**src/rtl/sm_acc_lanes.sv**
```systemverilog
// Multi-lane sign-magnitude accumulator: sums per-lane terms until in_last or MAX_TERMS beats,
// then presents one sign-magnitude result per lane. Define SM_ACC_SAT_EN to clamp overflowed lanes.
module sm_acc_lanes #(
    parameter int W         = 16,
    parameter int LANES     = 4,
    parameter int MAX_TERMS = 25
) (
    input  logic               clk,
    input  logic               rst_n,
    input  logic               clear,
    input  logic               in_valid,
    output logic               in_ready,
    input  logic [LANES*W-1:0] in_data,
    input  logic               in_last,
    output logic               out_valid,
    input  logic               out_ready,
    output logic [LANES*W-1:0] out_data,
    output logic [LANES-1:0]   out_ovf
);

    // Wide enough that MAX_TERMS full-scale terms of either sign can never wrap.
    localparam int ACC_W = W + $clog2(MAX_TERMS) + 1;
    localparam int CNT_W = $clog2(MAX_TERMS + 1);
    localparam logic [CNT_W-1:0] LAST_CNT = CNT_W'(MAX_TERMS - 1);

    typedef enum logic {
        ACC = 1'b0,
        OUT = 1'b1
    } state_t;

    state_t                  state;
    logic [CNT_W-1:0]        term_cnt;
    logic signed [ACC_W-1:0] acc [LANES];
    logic signed [ACC_W-1:0] sum [LANES];
    logic [LANES*W-1:0]      res_data;
    logic [LANES-1:0]        res_ovf;
    logic                    accept;
    logic                    close;

    // A beat offered alongside clear is dropped, so clear gates acceptance.
    assign accept = in_valid & in_ready & ~clear;
    assign close  = in_last | (term_cnt == LAST_CNT);

    // Negating a zero magnitude yields zero, so negative zero folds to +0 for free.
    function automatic logic signed [ACC_W-1:0] to_twos(input logic [W-1:0] sm);
        logic signed [ACC_W-1:0] mag;
        mag = signed'({{(ACC_W-W+1){1'b0}}, sm[W-2:0]});
        return sm[W-1] ? -mag : mag;
    endfunction

    // Returns {ovf, sign, mag}; the sign is suppressed whenever the emitted magnitude is zero.
    function automatic logic [W:0] to_sm(input logic signed [ACC_W-1:0] v);
        logic [ACC_W-1:0] mag_full;
        logic             ovf;
        logic [W-2:0]     mag;
        mag_full = v[ACC_W-1] ? $unsigned(-v) : $unsigned(v);
        ovf      = |mag_full[ACC_W-1:W-1];
`ifdef SM_ACC_SAT_EN
        mag      = ovf ? '1 : mag_full[W-2:0];
`else
        mag      = mag_full[W-2:0];
`endif
        return {ovf, v[ACC_W-1] && (mag != '0), mag};
    endfunction

    // NOTE: every always_comb output gets a default before the loop so no latch can be inferred.
    always_comb begin
        res_data = '0;
        res_ovf  = '0;
        for (int i = 0; i < LANES; i++) begin
            sum[i] = acc[i] + to_twos(in_data[i*W +: W]);
            {res_ovf[i], res_data[i*W +: W]} = to_sm(sum[i]);
        end
    end

    // NOTE: sequential state uses non-blocking assignments only; the small per-lane
    // accumulator array is reset too, since a stale partial sum would corrupt the next result.
    always_ff @(posedge clk or negedge rst_n) begin
        if (!rst_n) begin
            state     <= ACC;
            term_cnt  <= '0;
            in_ready  <= 1'b0;
            out_valid <= 1'b0;
            out_data  <= '0;
            out_ovf   <= '0;
            for (int i = 0; i < LANES; i++) acc[i] <= '0;
        end else if (clear) begin
            state     <= ACC;
            term_cnt  <= '0;
            in_ready  <= 1'b1;
            out_valid <= 1'b0;
            out_data  <= '0;
            out_ovf   <= '0;
            for (int i = 0; i < LANES; i++) acc[i] <= '0;
        end else begin
            case (state)
                ACC: begin
                    in_ready <= 1'b1;
                    if (accept) begin
                        if (close) begin
                            state     <= OUT;
                            in_ready  <= 1'b0;
                            out_valid <= 1'b1;
                            out_data  <= res_data;
                            out_ovf   <= res_ovf;
                            term_cnt  <= '0;
                            for (int i = 0; i < LANES; i++) acc[i] <= '0;
                        end else begin
                            term_cnt <= term_cnt + CNT_W'(1);
                            for (int i = 0; i < LANES; i++) acc[i] <= sum[i];
                        end
                    end
                end
                OUT: begin
                    if (out_ready) begin
                        state     <= ACC;
                        out_valid <= 1'b0;
                        in_ready  <= 1'b1;
                    end
                end
                default: state <= ACC;
            endcase
        end
    end

endmodule
```
**config.mk**
```make
export PLATFORM = sky130hd
export DESIGN_NAME = sm_acc_lanes
export DESIGN_NICKNAME = d
export VERILOG_FILES = /design/src/rtl/sm_acc_lanes.sv
export SDC_FILE = /design/constraint.sdc
export NUM_CORES = 1
export LEC_CHECK = 0
export CAP_MARGIN = 25
export CORE_MARGIN = 2
export CORE_UTILIZATION = 45
export CTS_BUF_LIST = sky130_fd_sc_hd__clkbuf_8
export DETAILED_ROUTE_END_ITERATION = 6
export PLACE_DENSITY = 0.69
export SLEW_MARGIN = 20
export SYNTH_ARGS = -nofsm -noshare
export SYNTH_HDL_FRONTEND = slang
export SYNTH_SLANG_ARGS = --single-unit
export TNS_END_PERCENT = 50
```
**constraint.sdc**
```tcl
create_clock -name clk -period 6.62 [get_ports clk]
set_clock_uncertainty 0.2 [all_clocks]
set_input_delay 1.324 -clock clk [delete_from_list [all_inputs] [get_ports clk]]
set_output_delay 1.324 -clock clk [all_outputs]
set_load 0.1 [all_outputs]
```
# [Yosys cells after proc, flatten, opt, wreduce, memory -nomap -nowiden]
# Cells that the tools add are included.
[word_totals] mem_count=0 latchBits=0 romBits=0 ram_bits=0 inputBits=70 register_bits=164
[classes] bitwise_logic=5 n_reduce_logical=17 magnitude_cmp=0 n_div=0 add_sub_neg=13 n_mul=0 n_eq_ne=5 n_shift=0 mux=39
[op_table] cell="2-to-1 mux 88 bit" n=4
[op_table] cell="2-to-1 mux 64 bit" n=4
[op_table] cell="2-to-1 mux 22 bit" n=8
[op_table] cell="adder 22 bit" n=4
[op_table] cell="negator 15 -> 22 bit" n=4
[op_table] cell="negator 22 bit" n=4
[op_table] cell="nonzero test 15 bit" n=4
[op_table] cell="OR reduction 7 bit" n=4
[op_table] cell="2-to-1 mux 5 bit" n=4
[op_table] cell="2-to-1 mux 4 bit" n=4
[op_table] cell="2-to-1 mux 1 bit" n=12
[op_table] cell="!= test 3 bit, second input constant" n=3
[op_table] cell="one-hot mux 1 bit (2 select lines)" n=3
[op_table] cell="AND reduction 3 bit" n=2
[op_table] cell="adder 5 x 1 -> 5 bit, second input constant" n=1
[op_table] cell="equality test 5 bit, second input constant" n=1
[op_table] cell="logical AND 1 bit" n=4
[op_table] cell="nonzero test 2 bit" n=2
[op_table] cell="AND 1 bit" n=2
[op_table] cell="!= test 2 bit, second input constant" n=1
[op_table] cell="inverter 1 bit" n=2
[op_table] cell="AND reduction 2 bit" n=1
[op_table] cell="OR 1 bit" n=1

# [Logic depth before layout (Yosys ltp)]
# Gate-level depths: netlist of the first run.
[depth] ltp_word=11 ltp_mapped=20 depth_no_buf=19

# [Least setup slack after synthesis of the first run]
# No wires, ideal clock.
[synth_path] path_kind="input port to flip-flop" startpoint="input port in_data[53]" endpoint="register out_data[63]" t_arrival_ns=5.197 path_slack_ns=1.095 cell_stages=18 path_buffers=1 setup_time_ns=0.128 cell_sequence="nor4_1 and3b_1 nand2_1 or2_2 o41ai_1 xnor2_1 ha_1 clkbuf_1 a21o_1 a211oi_1 o21ai_0 o21a_1 o41ai_1 xor2_1 inv_2 or4_1 nand2_1 a31oi_1"
[synth_via] elab_chain_len=11
[synth_rtl] item="start, declared" line="13" text="input logic [LANES*W-1:0] in_data,"
[synth_rtl] item="negator 15 -> 22 bit" line="48" text="return sm[W-1] ? -mag : mag;"
[synth_rtl] item="2-to-1 mux 22 bit (*)" line="48"
[synth_rtl] item="adder 22 bit (*)" line="71" text="sum[i] = acc[i] + to_twos(in_data[i*W +: W]);"
[synth_rtl] item="negator 22 bit" line="56" text="mag_full = v[ACC_W-1] ? $unsigned(-v) : $unsigned(v);"
[synth_rtl] item="2-to-1 mux 22 bit" line="56"
[synth_rtl] item="nonzero test 15 bit" line="63" text="return {ovf, v[ACC_W-1] && (mag != '0), mag};"
[synth_rtl] item="logical AND 1 bit (*)" line="63"
[synth_rtl] item="2-to-1 mux 64 bit (*)" line="100" text="if (close) begin"
[synth_rtl] item="2-to-1 mux 64 bit (*)" line="99" text="if (accept) begin"
[synth_rtl] item="2-to-1 mux 64 bit (*)" line="96" text="case (state)"
[synth_rtl] item="2-to-1 mux 64 bit (*)" line="87" text="end else if (clear) begin"
[synth_rtl] item="end signal, assigned" line="104" text="out_data <= res_data;"
[synth_rtl] item="end, declared" line="17" text="output logic [LANES*W-1:0] out_data,"
# Every way passes the cells marked *; elsewhere a longest branch is shown, timed or not. The select of a mux whose other input is x is not followed.
# A chain may end at the register's enable or synchronous reset.

# [Final worst setup path of the first run]
[layout_path] startpoint="input port in_data[51]" endpoint="register out_data[63]"
# Same word-level chain as after synthesis.

==> results of run 1 <==
==> worst max-delay path: stages <==
cell,delay [ns]
clkdlybuf4s50_1,0.47
nor4_1,0.53
and3b_1,0.28
nand2_1,0.07
or2_2,0.34
o41ai_1,0.33
xnor2_1,0.11
ha_1,0.39
a21o_1,0.22
a211oi_1,0.22
o21ai_0,0.11
o21a_1,0.12
o41ai_1,0.31
xor2_1,0.19
buf_4,0.28
inv_2,0.13
or4_1,0.53
nand2_1,0.08
a31oi_1,0.08
==> flip-flops by register name (all words and copies together) (netlist names) <==
| signal | cells |
|---|---|
| acc | 88 |
| out_data | 64 |
| term_cnt | 5 |
| out_ovf | 4 |
| in_ready | 1 |
| out_valid | 1 |
| state | 1 |
==> how the worst max path moves through the flow <==
| stage | start | to | cells after the start |
|---|---|---|---|
| CTS | in_data[51] | out_data[63]$_DFFE_PN0P_ | 19 |
| finish | in_data[51] | out_data[63]$_DFFE_PN0P_ | 19 |
| global route | in_data[51] | out_data[63]$_DFFE_PN0P_ | 19 |
| detailed placement | in_data[51] | out_data[63]$_DFFE_PN0P_ | 19 |
| floorplan | in_data[53] | out_data[63]$_DFFE_PN0P_ | 18 |
| global placement | in_data[51] | out_data[63]$_DFFE_PN0P_ | 19 |
==> final cells by class <==
type | instances | area (um^2) | share of cell area
Inverter | 53 | 199 | 0.0121
Tap cell | 396 | 495 | 0.0302
Sequential cell | 164 | 4100 | 0.250
Clock inverter | 11 | 100 | 0.00611
Clock buffer | 21 | 289 | 0.0176
Multi-Input combinational cell | 1372 | 9480 | 0.579
Timing Repair Buffer | 182 | 1720 | 0.105
==> cell families (layout without fill, tap and decap cells) <==
kind of cell / count (synthesis) / in the layout / synth area share
xor gates and xnor gates: 191 / 191 / 0.121
DFF: 164 / 164 / 0.292
and+or+nand+nor: 533 / 533 / 0.189
adders and majority gates: 104 / 104 / 0.0949
AOI/OAI and AO/OA: 532 / 532 / 0.260
muxes: 12 / 12 / 0.00883
buffers and inverters: 124 / 267 / 0.0338
==> metrics by stage <==
stage / std cells / setup slack, ns / power, W / util
after floorplan: 1660 / 1.10 / 0.00263 / -
after global placement: 2167 / 0.314 / 0.00317 / 0.522
after detailed placement: 2167 / 0.173 / 0.00320 / 0.522
after CTS: 2199 / 0.647 / 0.00395 / 0.534
after global routing: 2199 / 0.151 / 0.00418 / 0.534
final: 2199 / 0.630 / 0.00395 / 0.534
==> layout by cell type (no fill, tap or decap), types with 6 or more instances in the layout <==
master / Yosys / routed
xor2_1: 57 / 57
a31oi_1: 18 / 18
a221oi_1: 8 / 8
o31ai_1: 28 / 28
nand4_1: 23 / 23
o21a_1: 25 / 25
o21bai_1: 7 / 7
a211oi_1: 11 / 11
clkbuf_8: 0 / 21
o211ai_1: 15 / 15
nand2_1: 208 / 207
nor3_1: 32 / 31
a22oi_1: 7 / 7
xnor2_1: 132 / 132
o41a_1: 9 / 9
or4_1: 9 / 9
or3_1: 15 / 15
o21ai_0: 163 / 162
mux2i_1: 9 / 9
nor4_1: 19 / 19
a21oi_1: 82 / 82
and4_1: 6 / 6
inv_1: 52 / 52
ha_1: 100 / 100
o21ai_1: 6 / 6
clkdlybuf4s50_1: 0 / 138
nand3_1: 27 / 27
or2_2: 9 / 9
and2_1: 8 / 8
o41ai_1: 10 / 10
nand2b_1: 20 / 20
dfrtp_1: 164 / 164
nor2_1: 104 / 104
a22o_1: 53 / 53
and3_1: 12 / 12
a21o_1: 29 / 29
buf_4: 0 / 43
==> power groups by stage <==
stage	Sequential [W]	Combinational [W]	Clock, W
after CTS	0.00116	0.00203	0.000762
after floorplan	0.00154	0.00108	0
final	0.00116	0.00204	0.000749
after global placement	0.00118	0.00200	0
after global routing	0.00117	0.00221	0.000802
after detailed placement	0.00118	0.00202	0
==> routing by layer <==
metal | track usage | wire (um) | vias up
met4 | 0.0787 | 1140 | 0
met2 | 0.392 | 18400 | 355
li1 | - | - | 6361
met5 | 0 | 0 | -
met1 | 0.338 | 18600 | 6278
met3 | 0.0319 | 1850 | 80
==> flow_summary.yaml, run 1 <==
die:
  placeableCoreArea_mm2: 0.0307
  fp.dieH_um: 181
  initial_core_util: 0.458
  die-width_um: 181
  io_pins: 140
  die-area_mm2: 0.0326
  placementRows: 64
route:
  detail_route.drc_violations: 0
  drt_pass1_iterations: 7
  route.detailed.wl_per_inst_um: 18.2
  drtAntennaViolNets: 0
  wl_final_mm: 40.0
  dr_vias: 13100
  drt_first_iter_violations: 877
  vias_per_cell: 5.95
yosys:
  synth_top_area_frac: 0.292
  synth_enable_flop_cells: 0
  syn_avg_cell_area_um2: 8.45
  postSynthNetCount: 1834
  yosysWarnings: 0
  synth-async-reset-ratio: 1.00
  synth_most_common_cell: "nand2_1"
  netlist.top_cell.by_area: "dfrtp_1"
  yosys-top-cells-area: "dfrtp_1 (29%), ha_1 (8.9%), xnor2_1 (8.2%)"
  synth_flop_cell: "dfrtp_1"
  synthDistinctLibCells: 98
  syn-cell-area_mm2: 0.0140
  synth.ff_latch_count: 164
  netlist_instances: 1660
  yosys-top-cells-count: "nand2_1 (208), dfrtp_1 (164), o21ai_0 (163), xnor2_1 (132), nor2_1 (104)"
  ys_seq_area_frac: 0.292
layout:
  fillCellCount: 2869
  syn2layout_area_growth_pct: 16.8
  finalNetCount: 1964
  drive_gt1_frac: 0.0732
  final_area_mm2: 0.0164
  insertedDiodeCount: 0
timing:
  finalSetupViolCount: 0
  max_slew.worst_pin.slew_ns: 1.02
  final-max-slew-violation-count: 0
  fmax_mhz: 167
  max-slew-margin-rel: 0.319
  grt_setup_unrepaired: "no"
  minimum_clock_period_ns: 5.99
  report.final.hold_viol_count: 0
  period_share: 0.905
  hold-worst-slack_ns: 0.287
  setup_total_negative_slack_ns: 0
run:
  max_cap_violations: 0
pwr:
  seq_power_share: 0.293
  peak_supply_drop_mv: 0.136
  clkPwrFrac: 0.190
  pwr_density_cell_mw_per_mm2: 241
  power_report.internal_total_w: 0.00212
  switching_portion_of_total_power: 0.464
  power_switching_w: 0.00183
  leakagePower_nw: 7.07
  combPwrFrac: 0.517
critical_path:
  reg2reg_setup_slack_ns: 2.40
  end_of_the_worst_register_to_register_path: "out_data[47]$_DFFE_PN0P_"
  critical_path.startpoint_type: "input pin"
  required_time_at_the_endpoint_of_the_critical_path_ns: 6.76
  timing.critical_path.arrival_ns: 6.13
  worstReg2RegStart: "acc[22]$_DFFE_PN0P_"
  timing_worst_setup_path_type: "in2reg"
  rr_worst_depth: 12
  worst_setup_path_end_kind: "register"
  worst-path-max-fanout: 26
global_route:
  grt_antenna_before_repair: 0
  largest_net_degree_at_the_start_of_global_routing: 92
  grt_pass1_vias: 12600
  grt_ovf: 0
  groute.usage.overall: 0.243
  grt_pass1_wl_mm: 65.1
hold_path:
  hold_depth: 2
  holdPathEnd: "out_data[37]$_DFFE_PN0P_"
  hp-start: "out_data[37]$_DFFE_PN0P_"
  hp-class: "reg2reg"
clock_network:
  cts_buffers: 17
  cts_max_path_buffers: 2
  hold_fix_buffers_cts: 0
  clock-sinks: 164
  clk_root_buffer_cell: "clkbuf_8"
  cts_setup_buffers: 0
  clk_latency_ns: 0.47
  cts-resized-gates: 0
  tritoncts_clock_tree: "built"
  clkSlewWorstSetupHoldPaths_ns: 0.10
  htree_levels: 4
placement:
  routabilityCongestion: 0.949
  post_dp_cell_area_mm2: 0.0160
  dp.final_hpwl_mm: 29.8
  portBuffers: 139
outcome:
  run_status: "complete, no violations"
No activity file was read; power rests on OpenSTA's default activity.
==> inputs of run 2 (changes only) <==
--- a/config.mk
+++ b/config.mk
@@ -6,12 +6,12 @@
 export NUM_CORES = 1
 export LEC_CHECK = 0
 export CAP_MARGIN = 25
+export CELL_PAD_IN_SITES_DETAIL_PLACEMENT = 0
+export CELL_PAD_IN_SITES_GLOBAL_PLACEMENT = 1
 export CORE_MARGIN = 2
 export CORE_UTILIZATION = 45
-export CTS_BUF_LIST = sky130_fd_sc_hd__clkbuf_8
 export DETAILED_ROUTE_END_ITERATION = 6
-export PLACE_DENSITY = 0.69
-export SLEW_MARGIN = 20
+export PLACE_DENSITY = 0.87
 export SYNTH_ARGS = -nofsm -noshare
 export SYNTH_HDL_FRONTEND = slang
 export SYNTH_SLANG_ARGS = --single-unit
==> run 2 against run 1 <==
Sequential cell count unchanged. Clock power grew 35%. Largest cell class unchanged. Count of clock-buffer cells in the layout decreased by 2. Worst hold slack lost 0.0045 ns. Sequential power about the same. Design area increased by 1.1%. Critical path depth unchanged. Largest power group unchanged. Final cell count is 0.14% lower. Combinational power barely moved. Worst setup slack worse by 0.077 ns.
==> flow_summary.yaml, run 2 (same netlist as run 1, synthesis figures left out) <==
pwr:
  combPwrFrac: 0.485
  switching_portion_of_total_power: 0.437
  pwr_density_cell_mw_per_mm2: 254
  power_report.internal_total_w: 0.00237
  leakagePower_nw: 7.15
  peak_supply_drop_mv: 0.202
  clkPwrFrac: 0.239
  power_switching_w: 0.00184
  fin_total_pwr_w: 0.00421
  seq_power_share: 0.276
timing:
  grt_setup_unrepaired: "no"
  finalSetupViolCount: 0
  hold-worst-slack_ns: 0.282
  report.final.hold_viol_count: 0
  max_slew.worst_pin.slew_ns: 1.02
  max-slew-margin-rel: 0.316
  period_share: 0.916
  fmax_mhz: 165
  minimum_clock_period_ns: 6.07
  setup_total_negative_slack_ns: 0
  setup_ws_ns: 0.553
  final-max-slew-violation-count: 0
die:
  die-area_mm2: 0.0326
  initial_core_util: 0.458
  io_pins: 140
  placeableCoreArea_mm2: 0.0307
  die-width_um: 181
  fp.dieH_um: 181
  placementRows: 64
critical_path:
  timing.critical_path.arrival_ns: 6.17
  critPathMaxStageDelay_ns: 0.55
  crit_slowest_cell: "nor4_1"
  timing_worst_setup_path_type: "in2reg"
  cpLargestDelayFamily: "simple AND/OR/NAND/NOR gates"
  worst_setup_path_end_kind: "register"
  critical_path_buf_inv_count: 3
  worst-path-max-fanout: 26
  required_time_at_the_endpoint_of_the_critical_path_ns: 6.72
  critical_path.startpoint_type: "input pin"
  timing.critical_path.cells: "clkdlybuf4s50_1 > nor4_1 > and3b_1 > nand2_1 > or2_2 > o41ai_1 > xnor2_1 > ha_1 > a21o_1 > a211oi_1 > o21ai_0 > o21a_1 > o41ai_1 > xor2_1 > buf_4 > inv_2 > or4_1 > nand2_1 > a31oi_1"
route:
  drt_pass1_iterations: 5
  dr_vias: 13100
  detail_route.drc_violations: 0
  drtAntennaViolNets: 0
  vias_per_cell: 5.96
  route.detailed.wl_per_inst_um: 18.2
  drt_first_iter_violations: 991
  wl_final_mm: 39.9
layout:
  largest_register_ff_count: 88
  multiInputGateArea_mm2: 0.00948
  drive_gt1_frac: 0.0706
  largest_register: "acc"
  syn2layout_area_growth_pct: 18.0
  finalNetCount: 1964
  fillCellCount: 2862
  final_cell_mix: "nand2_1 (207), dfrtp_1 (164), o21ai_0 (162), clkdlybuf4s50_1 (138), xnor2_1 (132)"
  sequential_cell_area_mm2: 0.00410
  insertedDiodeCount: 0
  final_area_mm2: 0.0166
  final_common_cell: "nand2_1"
  top_flop_regs: "acc x88, out_data x64, term_cnt x5"
clock_network:
  hold_fix_buffers_cts: 0
  clkSlewWorstSetupHoldPaths_ns: 0.06
  cts_max_path_buffers: 2
  clk_root_buffer_cell: "clkbuf_16"
  clock-sinks: 164
  cts_setup_buffers: 0
  cts_buffers: 17
  cts-resized-gates: 0
  clk_latency_ns: 0.44
  tritoncts_clock_tree: "built"
  htree_levels: 4
global_route:
  grt_pass1_vias: 12600
  grt_ovf: 0
  largest_net_degree_at_the_start_of_global_routing: 76
  groute.usage.overall: 0.244
  grt_pass1_wl_mm: 65.4
  grt_antenna_before_repair: 0
placement:
  preCtsSetupSlack_ns: 0.202
  dp.final_hpwl_mm: 29.8
  portBuffers: 139
  routabilityCongestion: 0.902
  post_dp_cell_area_mm2: 0.0160
hold_path:
  hp-class: "reg2reg"
outcome:
  run_status: "complete, no violations"
run:
  max_cap_violations: 0
## run 2: area by class of cell
| type | count | area share |
|---|---|---|
| clock buffers | 19 | 0.0261 |
| inverters | 53 | 0.0120 |
| well taps | 396 | 0.0299 |
| clock inverters | 10 | 0.00816 |
| flip-flops and latches | 164 | 0.248 |
| multi-input cells | 1372 | 0.572 |
| repair buffers | 182 | 0.104 |
## run 2: power groups by stage
| stage | Sequential [W] | Clock (W) | Combinational [W] |
|---|---|---|---|
| 4_1_cts | 0.00116 | 0.00102 | 0.00203 |
| 3_5_place_dp | 0.00118 | 0 | 0.00202 |
| 2_1_floorplan | 0.00154 | 0 | 0.00108 |
| 6_report | 0.00116 | 0.00101 | 0.00204 |
| 3_3_place_gp | 0.00118 | 0 | 0.00201 |
| 5_1_grt | 0.00117 | 0.00107 | 0.00221 |
## run 2: tightest hold or removal path, delay by kind of cell, from the launching register on
family / cells / cell delay [ns]
DFF: 1 / 0.34
AOI/OAI and AO/OA: 1 / 0.06
and+or+nand+nor: 1 / 0.05
## run 2: metal layers
metal | global-route usage | vias up | wire length (um)
met5 | 0 | - | 0
met4 | 0.0652 | 0 | 738
met3 | 0.0346 | 44 | 1830
met2 | 0.404 | 346 | 18800
met1 | 0.334 | 6331 | 18600
li1 | - | 6360 | -
## run 2: worst paths after layout
path | cells past startpoint | startpoint | end | slack, ns
min in group asynchronous | 1 | rst_n | acc[16]$_DFFE_PN0P_ | 0.61
max in group asynchronous | 2 | rst_n | out_data[45]$_DFFE_PN0P_ | 4.30
worst max-delay path | 19 | in_data[51] | out_data[63]$_DFFE_PN0P_ | 0.55
worst min-delay path | 2 | out_data[18]$_DFFE_PN0P_ | out_data[18]$_DFFE_PN0P_ | 0.28
worst min register to register | 2 | out_data[18]$_DFFE_PN0P_ | out_data[18]$_DFFE_PN0P_ | 0.28
worst max register to register | 13 | acc[44]$_DFFE_PN0P_ | out_data[31]$_DFFE_PN0P_ | 2.49
## run 2: per-stage QoR
stage,util,cells
5_1_grt,0.540,2196
2_1_floorplan,-,1660
3_5_place_dp,0.522,2167
4_1_cts,0.540,2196
3_3_place_gp,0.522,2167
6_report,0.540,2196
